`src/rtl/rx_wb_decim.sv`:
```
// Integrate-and-dump decimator: sums D ADC samples, scales and saturates the
// sum, then holds the result for a serial MSB-first fetch.
module rx_wb_decim #(
  parameter int IN_W  = 14,
  parameter int ACC_W = 24,
  parameter int OUT_W = 16
) (
  input  logic             adc_clk,
  input  logic             reset,
  input  logic             adc_ce,
  input  logic [IN_W-1:0]  adc_data,
  input  logic [7:0]       decim,
  input  logic [4:0]       shift,
  input  logic             clr_ovfl,
  output logic             rx_avail_wb,
  input  logic             rd_getWB,
  input  logic             ser,
  output logic             wb_dout,
  output logic             overrun
);

  localparam int MAXI = 2 ** (OUT_W - 1) - 1;
  localparam logic signed [ACC_W-1:0] SMAX = ACC_W'(MAXI);
  localparam logic signed [ACC_W-1:0] SMIN = ACC_W'(-MAXI - 1);

  logic signed [ACC_W-1:0] r_acc;
  logic [7:0]              r_cnt;
  logic [7:0]              r_d_lat;
  logic [4:0]              r_sh_lat;
  logic [OUT_W-1:0]        r_hold;
  logic                    r_pending;
  logic [OUT_W-1:0]        r_sh;
  logic                    r_avail;
  logic                    r_ovfl;

  logic                    w_start;
  logic [7:0]              w_d;
  logic [4:0]              w_s;
  logic                    w_run;
  logic                    w_dump;
  logic signed [ACC_W-1:0] w_ext;
  logic signed [ACC_W-1:0] w_sum;
  logic signed [ACC_W-1:0] w_r;
  logic [OUT_W-1:0]        w_sat;
  logic                    w_set_ovfl;

  // The first sample of a block uses the factor being latched this cycle,
  // so D=1 dumps on every sample.
  assign w_start = (r_cnt == 8'd0);
  assign w_d     = w_start ? decim : r_d_lat;
  assign w_s     = w_start ? shift : r_sh_lat;
  assign w_run   = adc_ce && (w_d != 8'd0);
  assign w_ext   = {{(ACC_W-IN_W){adc_data[IN_W-1]}}, adc_data};
  assign w_sum   = r_acc + w_ext;
  assign w_dump  = w_run && (r_cnt == w_d - 8'd1);
  assign w_r     = w_sum >>> w_s;

  always_comb begin
    w_sat = w_r[OUT_W-1:0];
    if (w_r > SMAX) begin
      w_sat = SMAX[OUT_W-1:0];
    end else if (w_r < SMIN) begin
      w_sat = SMIN[OUT_W-1:0];
    end
  end

  // A fetch in the dump cycle takes the old word, so no overrun.
  assign w_set_ovfl = w_dump && r_pending && !rd_getWB;

  always_ff @(posedge adc_clk or posedge reset) begin
    if (reset) begin
      r_d_lat  <= '0;
      r_sh_lat <= '0;
    end else if (adc_ce && w_start) begin
      r_d_lat  <= decim;
      r_sh_lat <= shift;
    end
  end

  always_ff @(posedge adc_clk or posedge reset) begin
    if (reset) begin
      r_acc <= '0;
      r_cnt <= '0;
    end else if (w_run) begin
      if (w_dump) begin
        r_acc <= '0;
        r_cnt <= '0;
      end else begin
        r_acc <= w_sum;
        r_cnt <= r_cnt + 8'd1;
      end
    end
  end

  always_ff @(posedge adc_clk or posedge reset) begin
    if (reset) begin
      r_hold    <= '0;
      r_pending <= 1'b0;
      r_avail   <= 1'b0;
    end else begin
      r_avail <= w_dump;
      if (w_dump) begin
        r_hold    <= w_sat;
        r_pending <= 1'b1;
      end else if (rd_getWB) begin
        r_pending <= 1'b0;
      end
    end
  end

  always_ff @(posedge adc_clk or posedge reset) begin
    if (reset) begin
      r_sh <= '0;
    end else if (rd_getWB) begin
      r_sh <= r_hold;
    end else if (ser) begin
      r_sh <= {r_sh[OUT_W-2:0], 1'b0};
    end
  end

  always_ff @(posedge adc_clk or posedge reset) begin
    if (reset) begin
      r_ovfl <= 1'b0;
    end else if (w_set_ovfl) begin
      r_ovfl <= 1'b1;
    end else if (clr_ovfl) begin
      r_ovfl <= 1'b0;
    end
  end

  assign rx_avail_wb = r_avail;
  assign wb_dout     = r_sh[OUT_W-1];
  assign overrun     = r_ovfl;

endmodule

```
`config.mk`:
```
export PLATFORM = sky130hd
export DESIGN_NAME = rx_wb_decim
export DESIGN_NICKNAME = d
export VERILOG_FILES = /design/src/rtl/rx_wb_decim.sv
export SDC_FILE = /design/constraint.sdc
export NUM_CORES = 1
export LEC_CHECK = 0
export BUFFER_PORTS_ARGS = -buffer_cell sky130_fd_sc_hd__buf_2
export CORE_MARGIN = 2
export CORE_UTILIZATION = 60
export DETAILED_ROUTE_END_ITERATION = 10
export MAX_ROUTING_LAYER = met4
export PLACE_DENSITY_LB_ADDON = 0.08
export SKIP_CTS_REPAIR_TIMING = 1
export SKIP_LAST_GASP = 1
export SLEW_MARGIN = 0
export SYNTH_ARGS = -nofsm -noshare
export SYNTH_HDL_FRONTEND = slang
export SYNTH_SLANG_ARGS = --single-unit
```
`constraint.sdc`:
```
create_clock -name adc_clk -period 12.7 [get_ports adc_clk]
set_input_delay 1.905 -clock adc_clk [delete_from_list [all_inputs] [get_ports adc_clk]]
set_output_delay 1.905 -clock adc_clk [all_outputs]
set_load 0.03 [all_outputs]
```
* Word-level counts from Yosys, hierarchy flattened
Cells that the tools add are included.
** Cells by class
- Add/sub/neg operators :: 3
- $lt $le $gt $ge :: 2
- Equality and inequality tests :: 1
- Shifts and indexed selects :: 1
- Multiplexer cells :: 12
- Reductions and logical operators :: 11
** Operator list (count)
- two-way mux 16 bit :: 4
- adder 24 x 14 -> 24 bit :: 1
- greater-than comparator 24 x 16 -> 1 bit, second input constant :: 1
- < comparator 24 x 16 -> 1 bit, second input constant :: 1
- two-way mux 24 bit :: 1
- >>> shifter 24 x 5 -> 24 bit :: 1
- two-way mux 8 bit :: 2
- adder 8 x 1 -> 8 bit, second input constant :: 1
- equality test 8 bit :: 1
- zero test 8 bit :: 1
- nonzero test 8 bit :: 1
- subtractor 8 x 1 -> 8 bit, second input constant :: 1
- nonzero test 2 bit :: 3
- logical AND 1 bit :: 5
- two-way mux 5 bit :: 1
- two-way mux 1 bit :: 4
- zero test 1 bit :: 1
** Storage, ports and cells
- Register bits :: 80
- Input port bits :: 33
- Output and inout port bits :: 3
- Logic and storage cells :: 39

* Logic depth before layout (Yosys ltp)
- Depth after elaboration :: 8
- Gate-level depth with buffers :: 20
- Mapped depth without buffers :: 16

* Worst setup path before layout
OpenSTA, ideal clock, no wires.
- Path kind :: input-to-reg
- From :: input adc_data[0]
- To :: register r_hold[12]
- Library setup time :: 0.073 ns
- Arrival time :: 5.190 ns
- Data required time :: 12.627 ns
- Slack :: 7.437 ns
- Stages on the path :: 14
- Buffers on the path :: 1
- Cells stage by stage :: ha_1 fa_1 a21o_1 a221o_1 a31oi_1 a2111oi_0 o21ai_0 a31oi_1 a222oi_1 a22oi_1 and4b_1 a41o_2 buf_12 a21oi_2
** On the way
- Word-level cells in the longest chain between the ends :: 5
- Elaborated cells between the ends (all ways) :: 6
- Those cells by class :: 1 x add/sub; 2 x order compare; 1 x shift; 2 x mux
** RTL lines
- start, declared :: line 11 : input logic [IN_W-1:0] adc_data,
- adder 24 x 14 -> 24 bit (*) :: line 54 : assign w_sum = r_acc + w_ext;
- >>> shifter 24 x 5 -> 24 bit (*) :: line 56 : assign w_r = w_sum >>> w_s;
- < comparator 24 x 16 -> 1 bit :: line 62 : end else if (w_r < SMIN) begin
- two-way mux 16 bit :: line 62
- two-way mux 16 bit (*) :: line 60 : if (w_r > SMAX) begin
- end signal, assigned :: line 103 : r_hold <= w_sat;
- end, declared :: line 30 : logic [OUT_W-1:0] r_hold;
Mark *: on every way between the ends. The rest lies on a longest branch, timed or not.
A chain may end at the register's enable or synchronous reset.

* Worst setup path in the final report
- From :: input adc_data[0]
- To :: register r_hold[0]
Same word-level chain as after synthesis.

==> metrics.cfg <==
[grt]
grt_max_degree=81
first_global_vias=6153
antenna_found_initial=0
grt_remaining_overflow=0
track_usage_pct=33.0
grt_pass1_wl_um=30400

[floorplan]
die_height_um=110
rows=38
start_util_pct=62.0
die_area_um2=12100
die_w_um=110
coreArea_um2=10900
pin_count=36

[routing]
drtIter0Drc=728
avgRoutedWirePerCell_um=18.9
dr.pass1.iters=5
route.detailed.drc=0
via_per_inst=6.62
vias=6543
ant_nets=0
wirelength_um=18600

[sta]
setup_tns_ns=0
rsz0062_at_grt=no
relSlewSlack_pct=31.8
final.setup_skew_ns=0.0159
fmaxAchievable_mhz=163
finalCritPeriodShare_pct=48.4
hold_viol=0
fin_crit_ns=6.15
tightest_slew_ns=1.02
worst_hold_slack_ns=0.491
setup-violations-final=0
final_max_slew_viol_count=0

[clocking]
clock_path_buffers=2
clock-sinks=80
clk_latency_ns=0.38
clkTransAtPathRegs_ns=0.09
clockRootBuffer=clkbuf_8
tritoncts=yes
htree_levels=3
cts_buffers=9

[yosys]
syn_area_per_cell_um2=8.05
yosysWarnings=0
synth_seq_cells=80
seq_area_frac_synth_pct=29.7
synth_cells=838
synth_area_um2=6750
synth_flop_cell=dfrtp_1
synthArstFlopShare_pct=100
synth_edf_count=0
synth.distinct_cells=71
synthesis.nets=899

[cells_and_area]
antenna_cells=0
fin_cells=988
design_area_um2=7170
areaGrowthSynthToFinish_pct=6.34
drive_gt1_share_pct=12.0
final_common_cell=nand2_1
fillCellCount=936
final_cell_mix=144 x nand2_1, 80 x dfrtp_1, 73 x nor2_1
nNetsFinal=904

[status]
outcome=finished, final reports clean

[worst_setup_path]
crit_required_ns=13.00
worstPathArrival_ns=6.44
cp_slowest_cell=o31ai_2
crit_path_end_kind=flip-flop
worstSetupStartpointType=input pin
cp_slowest_stage_delay_ns=0.82
worstPathCellList=buf_2 -> ha_1 -> fa_1 -> a21o_1 -> a221o_1 -> a31oi_1 -> a2111oi_0 -> o21ai_0 -> nand2_1 -> a211oi_1 -> a31oi_1 -> o31ai_2 -> o21ai_0 -> o22ai_1
critPathKind=input pin to flip-flop
cp_max_fo=14

[power_and_ir_drop]
power_frac_comb_pct=26.0
p_sw_share_pct=34.3
power.density_nw_per_um2=91.6
ir_worst_vdd_uv=69.4
p_leak_nw=3.17
p_switching_uw=226
power_frac_seq_pct=39.8
p_clk_share_pct=34.3
p_total_uw=657
internal-power_uw=432

[placed_design]
place_hpwl_um=13600
placed_cells=972
port_buffers=35
gp_congestion=0.985
place_area_um2=6940

[flow_run]
cap_violations=0

[min_path]
hp-class=flip-flop to flip-flop

power by group through the flow:
stage                     Clock, mW  Sequential, mW  Combinational (mW)
after global placement            0           0.266               0.163
final                         0.225           0.261               0.171
after global routing          0.240           0.262               0.186
after CTS                     0.230           0.261               0.166
after detailed placement          0           0.267               0.165
after floorplan                   0           0.266               0.121
layout make-up:
type / instances / area [um^2] / share of cell area, %
clock buffers: 9 / 124 / 1.73
clock inverters: 7 / 110 / 1.53
inverters: 14 / 53.8 / 0.750
multi-input cells: 696 / 4480 / 62.5
flip-flops and latches: 80 / 2000 / 27.9
well taps: 140 / 175 / 2.44
repair buffers: 42 / 228 / 3.17
state kept, by name, summed over array words and instances (netlist names):
name,count
overrun,1
r_acc,24
r_cnt,8
r_d_lat,8
r_hold,16
r_pending,1
r_sh,16
r_sh_lat,5
rx_avail_wb,1
per-stage QoR:
stage / utilization, % / setup WS, ns
3_3_place_gp: 63.7 / 6.46
3_5_place_dp: 63.7 / 6.29
4_1_cts: 65.9 / 6.68
2_1_floorplan: - / 7.44
5_1_grt: 65.9 / 6.20
6_report: 65.9 / 6.55
worst max-delay path, delay by kind of cell:
kind            cells  cell delay [ns]
compound gates     10             3.69
fa+ha+maj           2             0.62
buf+inv             1             0.10
simple gates        1             0.12
final timing paths:
check	cells past startpoint	startpoint	slack, ns	endpoint
max	14	adc_data[0]	6.55	r_hold[0]
min	2	r_acc[5]	0.49	r_acc[5]
max reg2reg	16	r_cnt[0]	7.49	r_hold[11]
min reg2reg	2	r_acc[5]	0.49	r_acc[5]
max in group asynchronous	3	reset	10.20	r_acc[7]
min in group asynchronous	3	reset	1.85	r_d_lat[4]
cells in the mapped netlist, drive strengths merged (9+ instances only):
cell type	count	area, um^2
clkbuf	35	131
mux2i	44	440
a31oi	12	75.1
nand3	31	155
a211oi	9	67.6
inv	14	52.6
nor3	13	65.1
a21oi	48	278
xnor2	12	105
mux2	18	203
o31ai	22	170
xor2	17	149
dfrtp	80	2000
o21ai	70	350
ha	27	338
nand2	144	541
or3	12	75.1
nand4	14	103
a21o	9	67.6
o211ai	13	97.6
buf	13	96.3
nor2	74	285
routing by layer:
metal | track usage [%] | wire length (um)
met1 | 45.3 | 8530
met2 | 49.4 | 8430
met3 | 5.64 | 1330
met4 | 11.1 | 340
met5 | - | 0
logic make-up after synthesis:
logic type      synth area share (%)
mux                             9.53
fa+ha+maj                       5.31
buf+inv                         4.16
xor+xnor                        3.77
flops                           29.7
compound gates                  25.4
simple gates                    22.2
Note: power is estimated with default switching activity, not from simulation.
